<file path="src/rtl/vc_to_d_arbiter.sv">
// Forwards one word per cycle from the VC0/VC1 FIFO heads to the D0/D1 FIFOs by fixed priority.
// The pop is combinational; the push is registered one cycle later and counted per destination.
module vc_to_d_arbiter #(
    parameter int DATA_SIZE = 6,
    parameter int DEST_BIT  = 4,
    parameter int CNT_SIZE  = 8
) (
    input  logic                 clk,
    input  logic                 reset_L,
    input  logic                 enable,
    input  logic [DATA_SIZE-1:0] vc0_data,
    input  logic                 vc0_empty,
    output logic                 vc0_pop,
    input  logic [DATA_SIZE-1:0] vc1_data,
    input  logic                 vc1_empty,
    output logic                 vc1_pop,
    input  logic                 d0_pause,
    input  logic                 d1_pause,
    output logic [DATA_SIZE-1:0] d_data,
    output logic                 d0_push,
    output logic                 d1_push,
    output logic [CNT_SIZE-1:0]  fwd_cnt0,
    output logic [CNT_SIZE-1:0]  fwd_cnt1,
    output logic                 idle
);

    logic                 vc0_paused;
    logic                 vc1_paused;
    logic                 vc0_elig;
    logic                 vc1_elig;
    logic                 pop_any;
    logic [DATA_SIZE-1:0] pop_word;

    logic [DATA_SIZE-1:0] d_data_q, d_data_d;
    logic                 d0_push_q, d0_push_d;
    logic                 d1_push_q, d1_push_d;
    logic [CNT_SIZE-1:0]  cnt0_q, cnt0_d;
    logic [CNT_SIZE-1:0]  cnt1_q, cnt1_d;

    // Each head checks only its own destination's pause, so a stalled VC0 never blocks VC1.
    assign vc0_paused = vc0_data[DEST_BIT] ? d1_pause : d0_pause;
    assign vc1_paused = vc1_data[DEST_BIT] ? d1_pause : d0_pause;

    assign vc0_elig = reset_L & enable & ~vc0_empty & ~vc0_paused;
    assign vc1_elig = reset_L & enable & ~vc1_empty & ~vc1_paused;

    assign vc0_pop  = vc0_elig;
    assign vc1_pop  = ~vc0_elig & vc1_elig;
    assign pop_any  = vc0_pop | vc1_pop;
    assign pop_word = vc0_elig ? vc0_data : vc1_data;

    always_comb begin
        d_data_d  = d_data_q;
        d0_push_d = 1'b0;
        d1_push_d = 1'b0;
        if (pop_any) begin
            d_data_d  = pop_word;
            d0_push_d = ~pop_word[DEST_BIT];
            d1_push_d = pop_word[DEST_BIT];
        end
        cnt0_d = cnt0_q + {{(CNT_SIZE-1){1'b0}}, d0_push_q};
        cnt1_d = cnt1_q + {{(CNT_SIZE-1){1'b0}}, d1_push_q};
    end

    always_ff @(posedge clk or negedge reset_L) begin
        if (!reset_L) begin
            d_data_q  <= '0;
            d0_push_q <= 1'b0;
            d1_push_q <= 1'b0;
            cnt0_q    <= '0;
            cnt1_q    <= '0;
        end else begin
            d_data_q  <= d_data_d;
            d0_push_q <= d0_push_d;
            d1_push_q <= d1_push_d;
            cnt0_q    <= cnt0_d;
            cnt1_q    <= cnt1_d;
        end
    end

    assign d_data   = d_data_q;
    assign d0_push  = d0_push_q;
    assign d1_push  = d1_push_q;
    assign fwd_cnt0 = cnt0_q;
    assign fwd_cnt1 = cnt1_q;
    assign idle     = vc0_empty & vc1_empty & ~d0_push_q & ~d1_push_q;

endmodule

</file>
<file path="config.mk">
export PLATFORM = sky130hd
export DESIGN_NAME = vc_to_d_arbiter
export DESIGN_NICKNAME = d
export VERILOG_FILES = /design/src/rtl/vc_to_d_arbiter.sv
export SDC_FILE = /design/constraint.sdc
export NUM_CORES = 1
export LEC_CHECK = 0
export CORE_MARGIN = 5
export CORE_UTILIZATION = 55
export DETAILED_ROUTE_END_ITERATION = 8
export DONT_BUFFER_PORTS = 1
export PLACE_DENSITY_LB_ADDON = 0.08
export SLEW_MARGIN = 10
export SYNTH_ARGS = -nofsm -noshare
export SYNTH_HDL_FRONTEND = slang
export SYNTH_SLANG_ARGS = --single-unit
export TNS_END_PERCENT = 1
</file>
<file path="constraint.sdc">
create_clock -name clk -period 3 [get_ports clk]
set_input_delay 0.75 -clock clk [delete_from_list [all_inputs] [get_ports clk]]
set_output_delay 0.75 -clock clk [all_outputs]
set_load 0.005 [all_outputs]
</file>
==> flow_results.xml, run 1 <==
<?xml version="1.0" encoding="UTF-8"?>
<metrics>
  <group name="final_layout">
    <metric name="reg_area" unit="um2">601</metric>
    <metric name="antenna_cells" unit="">0</metric>
    <metric name="most-common-layout-cells" unit="">dfrtp_1 (24), nand3_1 (12), xnor2_1 (9)</metric>
    <metric name="nets" unit="">120</metric>
    <metric name="multi_input_area" unit="um2">470</metric>
    <metric name="mostFrequentLayoutCell" unit="">dfrtp_1</metric>
    <metric name="fillCellCount" unit="">177</metric>
    <metric name="final_non_filler_cell_area" unit="um2">1170</metric>
    <metric name="drive_above_1_share" unit="%">10.4</metric>
    <metric name="area_delta_synth_final" unit="%">7.23</metric>
    <metric name="layoutNonFillerInstCount" unit="">123</metric>
  </group>
  <group name="die">
    <metric name="floorplan.core_area" unit="um2">1920</metric>
    <metric name="initial_utilization" unit="%">56.7</metric>
    <metric name="height_of_the_die" unit="um">54.5</metric>
    <metric name="placement_rows" unit="">16</metric>
    <metric name="die_width" unit="um">54.5</metric>
    <metric name="ioPinCount" unit="">46</metric>
    <metric name="dieArea" unit="um2">2970</metric>
  </group>
  <group name="worst_setup_path">
    <metric name="largest_driver_fanout_on_the_critical_path" unit="">7</metric>
    <metric name="crit_path_end" unit="">vc1_pop</metric>
    <metric name="cp-start-kind" unit="">input port</metric>
    <metric name="cpPeakStageDelay" unit="ns">0.39</metric>
    <metric name="worst_ep_required_time" unit="ns">2.25</metric>
    <metric name="reg2reg_depth" unit="">5</metric>
    <metric name="worstSetupStartpoint" unit="">vc0_empty</metric>
    <metric name="setup.worst_path.class" unit="">input port to output port</metric>
    <metric name="setup.reg_to_reg.worst_slack" unit="ns">1.66</metric>
    <metric name="cp_data_arrival_time" unit="ns">1.60</metric>
    <metric name="worstPathCellList" unit="">nand3b_1 -&gt; or2_1 -&gt; inv_2 -&gt; nor2_1</metric>
    <metric name="regToRegStartpoint" unit="">d1_push</metric>
    <metric name="critical_path.endpoint_type" unit="">output port</metric>
    <metric name="critical_path.reg2reg.endpoint" unit="">fwd_cnt1[6]</metric>
    <metric name="critPathSlowestCell" unit="">or2_1</metric>
  </group>
  <group name="power_and_ir_drop">
    <metric name="power.leakage" unit="nW">0.535</metric>
    <metric name="power_density" unit="nW/um2">649</metric>
    <metric name="irDropWorstVdd" unit="V">0.000379</metric>
  </group>
  <group name="clock_network">
    <metric name="clock_tree.buffer_depth" unit="">2</metric>
    <metric name="cts_repair_resize_count" unit="">0</metric>
    <metric name="insertion_delay" unit="ns">0.30</metric>
    <metric name="cts_inserted_buffers" unit="">3</metric>
    <metric name="clk_root_buffer_cell" unit="">clkbuf_4</metric>
    <metric name="tritoncts" unit="">yes</metric>
    <metric name="cts_setup_buffers" unit="">0</metric>
    <metric name="post_cts_hold_buffer_count" unit="">0</metric>
    <metric name="clock_tree.htree_level_count" unit="">1</metric>
    <metric name="path_clk_slew" unit="ns">0.13</metric>
    <metric name="cts.sinks" unit="">24</metric>
  </group>
  <group name="place">
    <metric name="place_hpwl" unit="um">1650</metric>
    <metric name="number_of_cells_after_detailed_placement" unit="">119</metric>
    <metric name="placement.cell_area" unit="um2">1120</metric>
    <metric name="port_buffers" unit="">0</metric>
    <metric name="place.gp.congestion" unit="">0.827</metric>
    <metric name="pre_cts_ws" unit="ns">0.654</metric>
  </group>
  <group name="drt">
    <metric name="detail_route.wl_per_cell" unit="um">16.4</metric>
    <metric name="first_pass_iters" unit="">3</metric>
    <metric name="detail_route.drc_violations" unit="">0</metric>
    <metric name="routed_via_density" unit="">5.87</metric>
    <metric name="drt_first_iter_violations" unit="">2</metric>
    <metric name="wl" unit="um">2020</metric>
    <metric name="ant_nets" unit="">0</metric>
    <metric name="detailroute.via_count" unit="">722</metric>
  </group>
  <group name="timing">
    <metric name="finalClockSkew" unit="ns">0.00778</metric>
    <metric name="timing.final.hold_violations" unit="">0</metric>
    <metric name="timing.final.max_slew_violations" unit="">0</metric>
    <metric name="max_clock_freq" unit="MHz">426</metric>
    <metric name="setup_viol" unit="">0</metric>
    <metric name="relSlewSlack" unit="%">81.6</metric>
    <metric name="final.min_clock_period" unit="ns">2.35</metric>
    <metric name="fin_crit_sh" unit="%">78.3</metric>
    <metric name="rsz0062_at_grt" unit="">no</metric>
    <metric name="final.setup.worst_slack" unit="ns">0.651</metric>
    <metric name="tightest_slew" unit="ns">0.276</metric>
    <metric name="fin_tns_setup" unit="ns">0</metric>
  </group>
  <group name="grt">
    <metric name="globalRouteTotalUtil" unit="%">15.5</metric>
    <metric name="global_route_wire_length_before_repair" unit="um">3320</metric>
    <metric name="grt_antenna_before_repair" unit="">0</metric>
    <metric name="grt_start_max_net_pins" unit="">28</metric>
    <metric name="overflow" unit="">0</metric>
    <metric name="grt_pass1_vias" unit="">741</metric>
  </group>
  <group name="synth">
    <metric name="postSynthAreaPerCell" unit="um2">11.7</metric>
    <metric name="synth_cell_types" unit="">27</metric>
    <metric name="yosys-top-cells-area" unit="">dfrtp_1 (55%), xnor2_1 (7.2%), nand3_1 (5.5%), ha_1 (4.6%), a31oi_1 (2.9%)</metric>
    <metric name="cell_count_after_synthesis" unit="">93</metric>
    <metric name="yosys.area.top_type" unit="">dfrtp_1</metric>
    <metric name="ys_seq_elements" unit="">24</metric>
    <metric name="syn-cell-area" unit="um2">1090</metric>
    <metric name="yosys.area.top_type_share" unit="%">55.1</metric>
    <metric name="yosysWarningCount" unit="">0</metric>
    <metric name="synth_net_count" unit="">116</metric>
    <metric name="synth-seq-area-share" unit="%">55.1</metric>
  </group>
  <group name="min_path">
    <metric name="worstHoldPathType" unit="">input port to asynchronous set/reset pin</metric>
  </group>
  <group name="flow_run">
    <metric name="maxcap_viol_count" unit="">0</metric>
  </group>
  <group name="run_status">
    <metric name="run_status" unit="">finished, final reports clean</metric>
  </group>
</metrics>
## routing by layer
metal	vias to the layer above	global-route usage, %	wire, um
met5	-	0	0
met4	0	4.98	12
met3	2	5.45	205
met2	25	26.5	1030
met1	347	17.9	777
li1	348	-	-
## through the flow
| step | power, mW | hold slack (ns) | util, % |
|---|---|---|---|
| 2_1_floorplan | 0.514 | 0.454 | - |
| 3_3_place_gp | 0.545 | 0.455 | 58.1 |
| 3_5_place_dp | 0.549 | 0.455 | 58.1 |
| 4_1_cts | 0.772 | 0.107 | 60.8 |
| 5_1_grt | 0.811 | 0.0828 | 60.8 |
| 6_report | 0.759 | 0.121 | 60.8 |
## critical path: cells and delay by family
| family | cells | cell delay [ns] |
|---|---|---|
| and+or+nand+nor | 3 | 0.72 |
| buffers and inverters | 1 | 0.13 |
## layout make-up
| class | instances | area share [%] |
|---|---|---|
| clock inverter | 1 | 2.57 |
| tap | 27 | 2.89 |
| multi-input combinational | 66 | 40.3 |
| timing repair buffer | 1 | 0.642 |
| inverter | 1 | 0.321 |
| clock buffer | 3 | 1.93 |
| sequential | 24 | 51.4 |
## logic make-up after synthesis
| kind of cell | after synthesis | share of synthesized area (%) |
|---|---|---|
| AOI/OAI and AO/OA | 13 | 7.35 |
| xor gates and xnor gates | 12 | 9.64 |
| adders and majority gates | 4 | 4.59 |
| buffers and inverters | 3 | 1.72 |
| DFF | 24 | 55.1 |
| muxes | 4 | 4.71 |
| and+or+nand+nor | 33 | 16.9 |
## state kept, by name, summed over array words and instances (netlist names)
register,count
d0_push,1
d1_push,1
d_data,6
fwd_cnt0,8
fwd_cnt1,8
## power by group
group          total, mW  switching, mW  internal (mW)
clock network      0.223         0.0879          0.135
logic             0.0723         0.0335         0.0387
registers          0.464         0.0737          0.390
## worst min-delay path by stage
stage	from	cells past startpoint	endpoint
3_5_place_dp	reset_L	0	fwd_cnt0[4]
4_1_cts	reset_L	0	fwd_cnt0[4]
2_1_floorplan	reset_L	0	d0_push
6_report	reset_L	0	fwd_cnt0[6]
3_3_place_gp	reset_L	0	fwd_cnt0[6]
5_1_grt	reset_L	0	fwd_cnt0[6]
## Yosys cell counts
master,instances
clkbuf_1,1
nand2_1,3
and3_1,3
nand4_1,1
xnor2_1,9
a21boi_0,1
mux2_2,1
or3_2,1
xor2_1,3
o31a_1,1
ha_1,4
o31ai_1,1
a31oi_1,5
nor3b_1,1
inv_2,1
buf_6,1
dfrtp_1,24
mux2_4,2
and3b_1,1
o21ai_0,5
and4_1,1
nand3_1,12
nor2_1,1
mux2i_1,1
or2_1,1
nor3_1,6
nand3b_1,2
Note: power is estimated with default switching activity, not from simulation.
==> inputs of run 2 (changes only) <==
- clock period: 3 -> 2.39 ns (I/O delays scaled with it)
==> flow_results.xml, run 2 (same netlist as run 1, synthesis figures left out) <==
<?xml version="1.0" encoding="UTF-8"?>
<metrics>
  <group name="place">
    <metric name="place.gp.congestion" unit="">0.842</metric>
    <metric name="port_buffers" unit="">0</metric>
    <metric name="number_of_cells_after_detailed_placement" unit="">119</metric>
    <metric name="pre_cts_ws" unit="ns">0.353</metric>
    <metric name="place_hpwl" unit="um">1730</metric>
    <metric name="placement.cell_area" unit="um2">1120</metric>
  </group>
  <group name="clock_network">
    <metric name="tritoncts" unit="">yes</metric>
    <metric name="clk_root_buffer_cell" unit="">clkbuf_4</metric>
    <metric name="path_clk_slew" unit="ns">0.13</metric>
    <metric name="cts_repair_resize_count" unit="">0</metric>
    <metric name="insertion_delay" unit="ns">0.30</metric>
    <metric name="cts_inserted_buffers" unit="">3</metric>
    <metric name="clock_tree.buffer_depth" unit="">2</metric>
    <metric name="post_cts_hold_buffer_count" unit="">1</metric>
    <metric name="clock_tree.htree_level_count" unit="">1</metric>
    <metric name="cts_setup_buffers" unit="">0</metric>
    <metric name="cts.sinks" unit="">24</metric>
  </group>
  <group name="power_and_ir_drop">
    <metric name="irDropWorstVdd" unit="V">0.000400</metric>
    <metric name="total_power" unit="uW">964</metric>
    <metric name="power.leakage" unit="nW">0.539</metric>
    <metric name="power_density" unit="nW/um2">818</metric>
  </group>
  <group name="timing">
    <metric name="timing.final.hold_violations" unit="">0</metric>
    <metric name="final.hold.worst_slack" unit="ns">0.378</metric>
    <metric name="fin_crit_sh" unit="%">85.5</metric>
    <metric name="tightest_slew" unit="ns">1.02</metric>
    <metric name="relSlewSlack" unit="%">31.7</metric>
    <metric name="final.min_clock_period" unit="ns">2.04</metric>
    <metric name="setup_viol" unit="">0</metric>
    <metric name="rsz0062_at_grt" unit="">no</metric>
    <metric name="final.setup.worst_slack" unit="ns">0.347</metric>
    <metric name="timing.final.max_slew_violations" unit="">0</metric>
    <metric name="fin_tns_setup" unit="ns">0</metric>
    <metric name="max_clock_freq" unit="MHz">489</metric>
    <metric name="finalClockSkew" unit="ns">0.00518</metric>
  </group>
  <group name="grt">
    <metric name="grt_antenna_before_repair" unit="">0</metric>
    <metric name="grt_pass1_vias" unit="">788</metric>
    <metric name="globalRouteTotalUtil" unit="%">16.7</metric>
    <metric name="overflow" unit="">0</metric>
    <metric name="grt_start_max_net_pins" unit="">25</metric>
    <metric name="global_route_wire_length_before_repair" unit="um">3490</metric>
  </group>
  <group name="run_status">
    <metric name="run_status" unit="">finished, final reports clean</metric>
  </group>
  <group name="final_layout">
    <metric name="area_delta_synth_final" unit="%">8.15</metric>
    <metric name="layoutNonFillerInstCount" unit="">124</metric>
    <metric name="final_non_filler_cell_area" unit="um2">1180</metric>
    <metric name="final_util" unit="%">61.3</metric>
    <metric name="antenna_cells" unit="">0</metric>
    <metric name="drive_above_1_share" unit="%">10.3</metric>
    <metric name="most-common-layout-cells" unit="">dfrtp_1 (24), nand3_1 (12), xnor2_1 (9)</metric>
    <metric name="fillCellCount" unit="">163</metric>
    <metric name="nets" unit="">121</metric>
    <metric name="mostFrequentLayoutCell" unit="">dfrtp_1</metric>
  </group>
  <group name="worst_setup_path">
    <metric name="setup.worst_path.class" unit="">input port to output port</metric>
    <metric name="cp_data_arrival_time" unit="ns">1.45</metric>
    <metric name="cp-start-kind" unit="">input port</metric>
    <metric name="critPathSlowestCell" unit="">or2_1</metric>
    <metric name="worst_ep_required_time" unit="ns">1.79</metric>
    <metric name="critical_path.endpoint_type" unit="">output port</metric>
    <metric name="cpPeakStageDelay" unit="ns">0.34</metric>
    <metric name="path_buf_inv" unit="">1</metric>
    <metric name="timing.critical_path.max_delay_family" unit="">simple AND/OR/NAND/NOR gates</metric>
    <metric name="worstPathCellList" unit="">mux2_4 -&gt; or2_1 -&gt; inv_2 -&gt; nor2_1</metric>
    <metric name="largest_driver_fanout_on_the_critical_path" unit="">7</metric>
  </group>
  <group name="die">
    <metric name="floorplan.core_area" unit="um2">1920</metric>
    <metric name="die_width" unit="um">54.5</metric>
    <metric name="placement_rows" unit="">16</metric>
    <metric name="dieArea" unit="um2">2970</metric>
    <metric name="height_of_the_die" unit="um">54.5</metric>
    <metric name="ioPinCount" unit="">46</metric>
    <metric name="initial_utilization" unit="%">56.7</metric>
  </group>
  <group name="flow_run">
    <metric name="maxcap_viol_count" unit="">0</metric>
  </group>
  <group name="drt">
    <metric name="wl" unit="um">2160</metric>
    <metric name="routed_via_density" unit="">5.83</metric>
    <metric name="ant_nets" unit="">0</metric>
    <metric name="detailroute.via_count" unit="">723</metric>
    <metric name="detail_route.drc_violations" unit="">0</metric>
    <metric name="drt_first_iter_violations" unit="">10</metric>
    <metric name="detail_route.wl_per_cell" unit="um">17.4</metric>
    <metric name="first_pass_iters" unit="">2</metric>
  </group>
  <group name="min_path">
    <metric name="worstHoldPathType" unit="">input port to flip-flop</metric>
  </group>
</metrics>
## run 2: changes by cell type in the layout (fill, tap and decap cells not counted), sizes merged
cell / delta
dlygate4sd3: +1
## run 2: where the power goes
part | leakage (nW) | switching [mW] | internal [mW] | total (mW)
clock network | 0.0279 | 0.113 | 0.169 | 0.283
logic | 0.201 | 0.0493 | 0.0495 | 0.0988
registers | 0.311 | 0.0933 | 0.490 | 0.583
## run 2: area by class of cell
type / instances / area [um2] / share of cell area, %
Clock buffer: 3 / 22.5 / 1.91
Inverter: 1 / 3.75 / 0.318
Clock inverter: 1 / 30.0 / 2.55
Timing Repair Buffer: 2 / 17.5 / 1.49
Multi-Input combinational cell: 66 / 470 / 39.9
Tap cell: 27 / 33.8 / 2.87
Sequential cell: 24 / 601 / 51.0
## run 2: final timing paths
path                       cells past startpoint  slack [ns]           to        start
min in group asynchronous                      1        0.90  fwd_cnt1[5]      reset_L
max                                            4        0.35      vc1_pop  vc0_data[4]
min                                            1        0.38      d0_push  vc1_data[4]
max in group asynchronous                      1        0.87  fwd_cnt1[3]      reset_L
max reg2reg                                    5        1.06  fwd_cnt1[6]      d1_push
min reg2reg                                    1        0.51  fwd_cnt1[7]  fwd_cnt1[7]
## run 2: layer usage
layer  wire length (um)  vias to the layer above  global-route usage (%)
li1                   -                      345                       -
met1                817                      347                    18.3
met2               1120                       29                    29.5
met3                214                        2                    5.45
met4                 12                        0                    6.64
met5                  0                        -                       0
